File: src/rtl/mac_seq_pkg.sv
// mac_seq_pkg: shared constants for the MAC address sequencer.
// Holds the FSM state encoding, the default parameter values and a small
// helper that computes the first operand address of a row.
package mac_seq_pkg;

    // Default parameter values
    localparam int DEF_NDIR     = 4;
    localparam int DEF_NPAIR    = 4;
    localparam int DEF_NROW     = 2;
    localparam int DEF_TICK_DIV = 4;
    localparam int DEF_PIPE_LAT = 3;

    // FSM state encoding
    localparam logic [2:0] ST_IDLE  = 3'd0;
    localparam logic [2:0] ST_CLEAR = 3'd1;
    localparam logic [2:0] ST_RUN   = 3'd2;
    localparam logic [2:0] ST_FLUSH = 3'd3;
    localparam logic [2:0] ST_DONE  = 3'd4;

    // Address of the first operand word of a row: each pair occupies two words.
    function automatic int row_base(input int row, input int npair);
        return row * 2 * npair;
    endfunction

endpackage

File: src/rtl/mac_tick_gen.sv
// mac_tick_gen: step prescaler for the MAC sequencer.
// Counts 0..TICK_DIV-1 while run is high and flags the last count as tick.
// Held at zero while run is low so every run starts from a fresh step.
module mac_tick_gen
    import mac_seq_pkg::*;
#(
    parameter int TICK_DIV = DEF_TICK_DIV
) (
    input  logic clk,
    input  logic rst,
    input  logic run,
    output logic tick
);

    localparam int              CW     = $clog2(TICK_DIV) + 1;
    localparam logic [CW-1:0]   C_LAST = CW'(TICK_DIV - 1);

    logic [CW-1:0] cnt;

    // Prescaler count, cleared whenever the sequencer is not running
    always_ff @(posedge clk or negedge rst) begin
        // NOTE: sequential state uses non-blocking assignments so every
        // register samples pre-edge values regardless of statement order.
        if (!rst) begin
            cnt <= '0;
        end else if (!run || cnt == C_LAST) begin
            cnt <= '0;
        end else begin
            cnt <= cnt + 1'b1;
        end
    end

    assign tick = run && (cnt == C_LAST);

endmodule

File: src/rtl/mac_addr_seq.sv
// mac_addr_seq: address/control sequencer for a complex MAC datapath.
// Each row runs CLEAR (1 step), RUN (NPAIR steps, one operand pair per step)
// and FLUSH (PIPE_LAT steps), then moves to the next row or to DONE.
// A step lasts TICK_DIV clk cycles and is paced by mac_tick_gen.
// Build option: define MAC_ADDR_SEQ_ABORT_EN to add an abort input that
// drops a busy run back to IDLE without done or acc_vld.
module mac_addr_seq
    import mac_seq_pkg::*;
#(
    parameter int NDIR     = DEF_NDIR,
    parameter int NPAIR    = DEF_NPAIR,
    parameter int NROW     = DEF_NROW,
    parameter int TICK_DIV = DEF_TICK_DIV,
    parameter int PIPE_LAT = DEF_PIPE_LAT
) (
    input  logic                  clk,
    input  logic                  rst,
`ifdef MAC_ADDR_SEQ_ABORT_EN
    input  logic                  abort,
`endif
    input  logic                  start,
    output logic [NDIR-1:0]       addr_a,
    output logic [NDIR-1:0]       addr_b,
    output logic                  ena,
    output logic                  clr_acc,
    output logic                  acc_vld,
    output logic [$clog2(NROW):0] row_idx,
    output logic                  tick,
    output logic                  busy,
    output logic                  done
);

    localparam int            RW     = $clog2(NROW) + 1;
    localparam int            KW     = $clog2(NPAIR) + 1;
    localparam int            FW     = $clog2(PIPE_LAT) + 1;
    localparam logic [RW-1:0] R_LAST = RW'(NROW - 1);
    localparam logic [KW-1:0] K_LAST = KW'(NPAIR - 1);
    localparam logic [FW-1:0] F_LAST = FW'(PIPE_LAT - 1);

    logic [2:0]    state;
    logic [RW-1:0] row;
    logic [KW-1:0] k;
    logic [FW-1:0] fcnt;
    logic          abort_req;

`ifdef MAC_ADDR_SEQ_ABORT_EN
    assign abort_req = abort;
`else
    assign abort_req = 1'b0;
`endif

    // Step pacing runs exactly while the sequencer is busy
    mac_tick_gen #(
        .TICK_DIV (TICK_DIV)
    ) u_tick_gen (
        .clk  (clk),
        .rst  (rst),
        .run  (busy),
        .tick (tick)
    );

    // Sequencer FSM with all outputs registered
    always_ff @(posedge clk or negedge rst) begin
        if (!rst) begin
            state   <= ST_IDLE;
            row     <= '0;
            k       <= '0;
            fcnt    <= '0;
            addr_a  <= '0;
            addr_b  <= '0;
            ena     <= 1'b0;
            clr_acc <= 1'b0;
            acc_vld <= 1'b0;
            row_idx <= '0;
            busy    <= 1'b0;
            done    <= 1'b0;
        end else begin
            // Strobes are low unless a branch below raises them for one clk
            acc_vld <= 1'b0;
            done    <= 1'b0;
            if (abort_req && busy) begin
                state   <= ST_IDLE;
                row     <= '0;
                k       <= '0;
                fcnt    <= '0;
                ena     <= 1'b0;
                clr_acc <= 1'b0;
                busy    <= 1'b0;
            end else begin
                case (state)
                    ST_IDLE: begin
                        if (start) begin
                            state   <= ST_CLEAR;
                            row     <= '0;
                            k       <= '0;
                            fcnt    <= '0;
                            busy    <= 1'b1;
                            clr_acc <= 1'b1;
                            ena     <= 1'b0;
                        end
                    end
                    ST_CLEAR: begin
                        if (tick) begin
                            state   <= ST_RUN;
                            clr_acc <= 1'b0;
                            ena     <= 1'b1;
                            k       <= '0;
                            addr_a  <= NDIR'(row_base(int'(row), NPAIR));
                            addr_b  <= NDIR'(row_base(int'(row), NPAIR) + 1);
                        end
                    end
                    ST_RUN: begin
                        if (tick) begin
                            if (k == K_LAST) begin
                                state <= ST_FLUSH;
                                ena   <= 1'b0;
                                k     <= '0;
                                fcnt  <= '0;
                            end else begin
                                k      <= k + 1'b1;
                                addr_a <= addr_a + NDIR'(2);
                                addr_b <= addr_a + NDIR'(3);
                            end
                        end
                    end
                    ST_FLUSH: begin
                        if (tick) begin
                            if (fcnt == F_LAST) begin
                                fcnt    <= '0;
                                acc_vld <= 1'b1;
                                row_idx <= row;
                                if (row == R_LAST) begin
                                    state <= ST_DONE;
                                    busy  <= 1'b0;
                                    done  <= 1'b1;
                                end else begin
                                    state   <= ST_CLEAR;
                                    row     <= row + 1'b1;
                                    clr_acc <= 1'b1;
                                end
                            end else begin
                                fcnt <= fcnt + 1'b1;
                            end
                        end
                    end
                    ST_DONE: begin
                        state <= ST_IDLE;
                    end
                    default: begin
                        state <= ST_IDLE;
                    end
                endcase
            end
        end
    end

endmodule

File: config.mk
export PLATFORM = sky130hd
export DESIGN_NAME = mac_addr_seq
export DESIGN_NICKNAME = d
export VERILOG_FILES = /design/src/rtl/mac_seq_pkg.sv /design/src/rtl/mac_tick_gen.sv /design/src/rtl/mac_addr_seq.sv
export SDC_FILE = /design/constraint.sdc
export NUM_CORES = 1
export LEC_CHECK = 0
export BUFFER_PORTS_ARGS = -buffer_cell sky130_fd_sc_hd__buf_2
export CORE_MARGIN = 10
export CORE_UTILIZATION = 49
export CTS_CLUSTER_DIAMETER = 80
export CTS_CLUSTER_SIZE = 30
export DETAILED_ROUTE_END_ITERATION = 16
export PLACE_DENSITY = 0.7
export SLEW_MARGIN = 30
export SYNTH_ARGS = -nofsm -noshare
export SYNTH_HDL_FRONTEND = slang
export SYNTH_HIERARCHICAL = 1
export SYNTH_SLANG_ARGS = --single-unit
File: constraint.sdc
create_clock -name clk -period 3.95 [get_ports clk]
set_input_delay 0 -clock clk [delete_from_list [all_inputs] [get_ports clk]]
set_output_delay 0 -clock clk [all_outputs]
set_load 0.01 [all_outputs]
==> results.toml <==
[floorplanning]
initial_utilization_pct = 52.3
die_h_um = 71.9
fp-row-count = 18
fp.dieW_um = 71.9
io_pins = 19
dieArea_mm2 = 0.00517
core-area_mm2 = 0.00252

[grt]
antenna_found_initial = 0
grt.met3_usage_pct = 2.72
use_met2_pct = 15.8
grt_max_degree = 26
grt_pass1_vias = 884
globalRouteOverflowTotal = 0
groute.usage.overall_pct = 9.37
grt_first_pass_wirelength_um = 4080
grt-busiest-layer = "met2"
use_met1_pct = 10.9

[cells_and_area]
nFillCells = 224
finish.utilization_pct = 56.6
final_nets = 150
drive_above_1_share_pct = 22.9
multi_input_area_um2 = 614
antenna_cells = 0
final_cell_count_no_fill = 170
regArea_um2 = 626
final_area_mm2 = 0.00143
syn_to_final_growth_pct = 8.25
mostFrequentLayoutCells = "dfrtp_1 (25), buf_2 (17), inv_1 (7), o21ai_0 (7)"
layout_commonest_cell = "dfrtp_1"

[critical_path]
worstSetupPathType = "reg -> reg"
crit_path_end_kind = "flip-flop"
cp-start-kind = "flip-flop"
ff2ff_path_depth = 6
timing.rr.end = "k[1]$_DFFE_PN0P_"
worstSetupStartpoint = "u_tick_gen/cnt[0]$_DFF_PN0_"
cp_max_fo = 9
regToRegSetupSlack_ns = 1.88
arrival_ns = 2.29
r2r_start = "u_tick_gen/cnt[0]$_DFF_PN0_"
critical_path_required_ns = 4.17

[clocking]
clk_latency_ns = 0.33
cts_setup_buffers = 0
postCtsResizedCells = 0
h-tree-depth = 1
path_clk_slew_ns = 0.15
cts_sinks = 25
postCtsHoldBufs = 1
cts_made_buffers = 3
cts_tree = "yes"
root_buffer = "clkbuf_4"
clk_path_buf_depth = 2

[placed_design]
place.gp.congestion = 0.824
placed_area_mm2 = 0.00139
io_buffers = 17
dp_hpwl_um = 1780
dpl.cell_count = 165
dp_worst_setup_slack_ns = 1.93

[timing]
setup_viol = 0
hold_viol = 0
fin_crit_ns = 2.07
rsz0062_at_grt = "no"
drv_slew = 0
worstMarginPinSlew_ns = 0.537
holdWs_ns = 0.164
worst_slack_ns = 1.88
relSlewSlack_pct = 64.2
layout_worst_path_cycle_share_pct = 52.5
max_freq_ghz = 0.482
tns_ns = 0
skew_ns = 0.0136

[yosys]
ys_seq_area_share_pct = 47.4
synthCells = 127
ys_warn_count = 6
synth_area_per_cell_um2 = 10.4
syn_area_mm2 = 0.00132
yosys_register_bits = 25
synth_top_flop_cell = "dfrtp_1"
synth_edf_count = 0
synth_nets = 136
async_flop_share_pct = 100
ys_types = 43

[power_and_ir_drop]
total_power_mw = 1.00
peakVddDrop_mv = 0.372
power_density_mw_per_mm2 = 703
p_leak_nw = 0.661

[job]
max-cap-violations = 0

[drt]
viasPerCell = 5.65
final_antenna_net_count = 0
first_pass_iters = 5
wl_per_cell_um = 13.9
drc = 0
wl_um = 2370
num_vias = 960
drt_iter0_drc = 40

[hold_path]
hold_path_class = "in -> async"

[outcome]
outcome = "finished, final reports clean"
[per-layer routing]
metal / vias to the layer above / routed length (um)
met3: 4 / 140
li1: 467 / -
met5: - / 0
met4: 0 / 31
met1: 466 / 1080
met2: 23 / 1120
[cells in the mapped netlist (2+ instances only)]
master | number | share of area [%]
a21oi_1 | 6 | 2.3
nand2_1 | 6 | 1.7
inv_1 | 7 | 2.0
nand2b_1 | 3 | 1.4
buf_4 | 4 | 2.3
buf_2 | 4 | 1.5
o21ai_0 | 7 | 2.7
ha_1 | 6 | 5.7
or2_1 | 2 | 0.95
a311oi_1 | 2 | 1.3
nor3b_1 | 3 | 1.7
nand3b_1 | 3 | 1.7
nor2b_1 | 6 | 2.8
nor4_1 | 3 | 1.4
mux2i_1 | 2 | 1.5
nor2_1 | 5 | 1.4
nor3_1 | 4 | 1.5
mux2_2 | 4 | 3.4
dfrtp_1 | 25 | 47
a21o_1 | 2 | 1.1
[worst max-delay path by stage]
stage	to	slack, ns	cells past startpoint
3_3_place_gp	k[1]$_DFFE_PN0P_	1.98	6
4_1_cts	k[1]$_DFFE_PN0P_	1.88	6
6_report	k[1]$_DFFE_PN0P_	1.88	6
2_1_floorplan	k[0]$_DFFE_PN0P_	2.02	6
3_5_place_dp	k[1]$_DFFE_PN0P_	1.93	6
5_1_grt	k[1]$_DFFE_PN0P_	1.83	6
[flip-flops by register name, indices dropped and copies added (netlist names)]
name            count
acc_vld             1
addr_a              2
addr_b              2
busy                1
clr_acc             1
done                1
ena                 1
fcnt                3
k                   3
row                 2
row_idx             2
state               3
u_tick_gen/cnt      3
[area by class of cell]
cell class,instances,share of cell area (%)
Sequential cell,25,43.8
Timing Repair Buffer,18,6.65
Clock buffer,3,1.58
Tap cell,30,2.63
Multi-Input combinational cell,86,43.0
Inverter,7,1.84
Clock inverter,1,0.525
[worst max-delay path, cell delays in order, from the launching register on]
cell and delay, ns:
dfrtp_1 0.42, ha_1 0.20, ha_1 0.21, and2_2 0.24, and2_1 0.22, o311a_1 0.38, mux2_2 0.28
[kinds of logic (layout without fill, tap and decap cells)]
kind of cell               Yosys count  after routing  synth area share (%)
adders and majority gates            6              6                  5.69
AOI/OAI and AO/OA                   28             28                  14.4
buffers and inverters               16             29                  6.07
muxes                                6              6                  4.93
and+or+nand+nor                     45             45                  21.2
DFF                                 25             25                  47.4
other                                1              1                 0.284
[power by group]
| part | total [mW] | switching [mW] | internal, mW |
|---|---|---|---|
| registers | 0.443 | 0.104 | 0.340 |
| logic | 0.441 | 0.239 | 0.203 |
| clock network | 0.119 | 0.0804 | 0.0387 |
(Power assumes the default switching activity.)
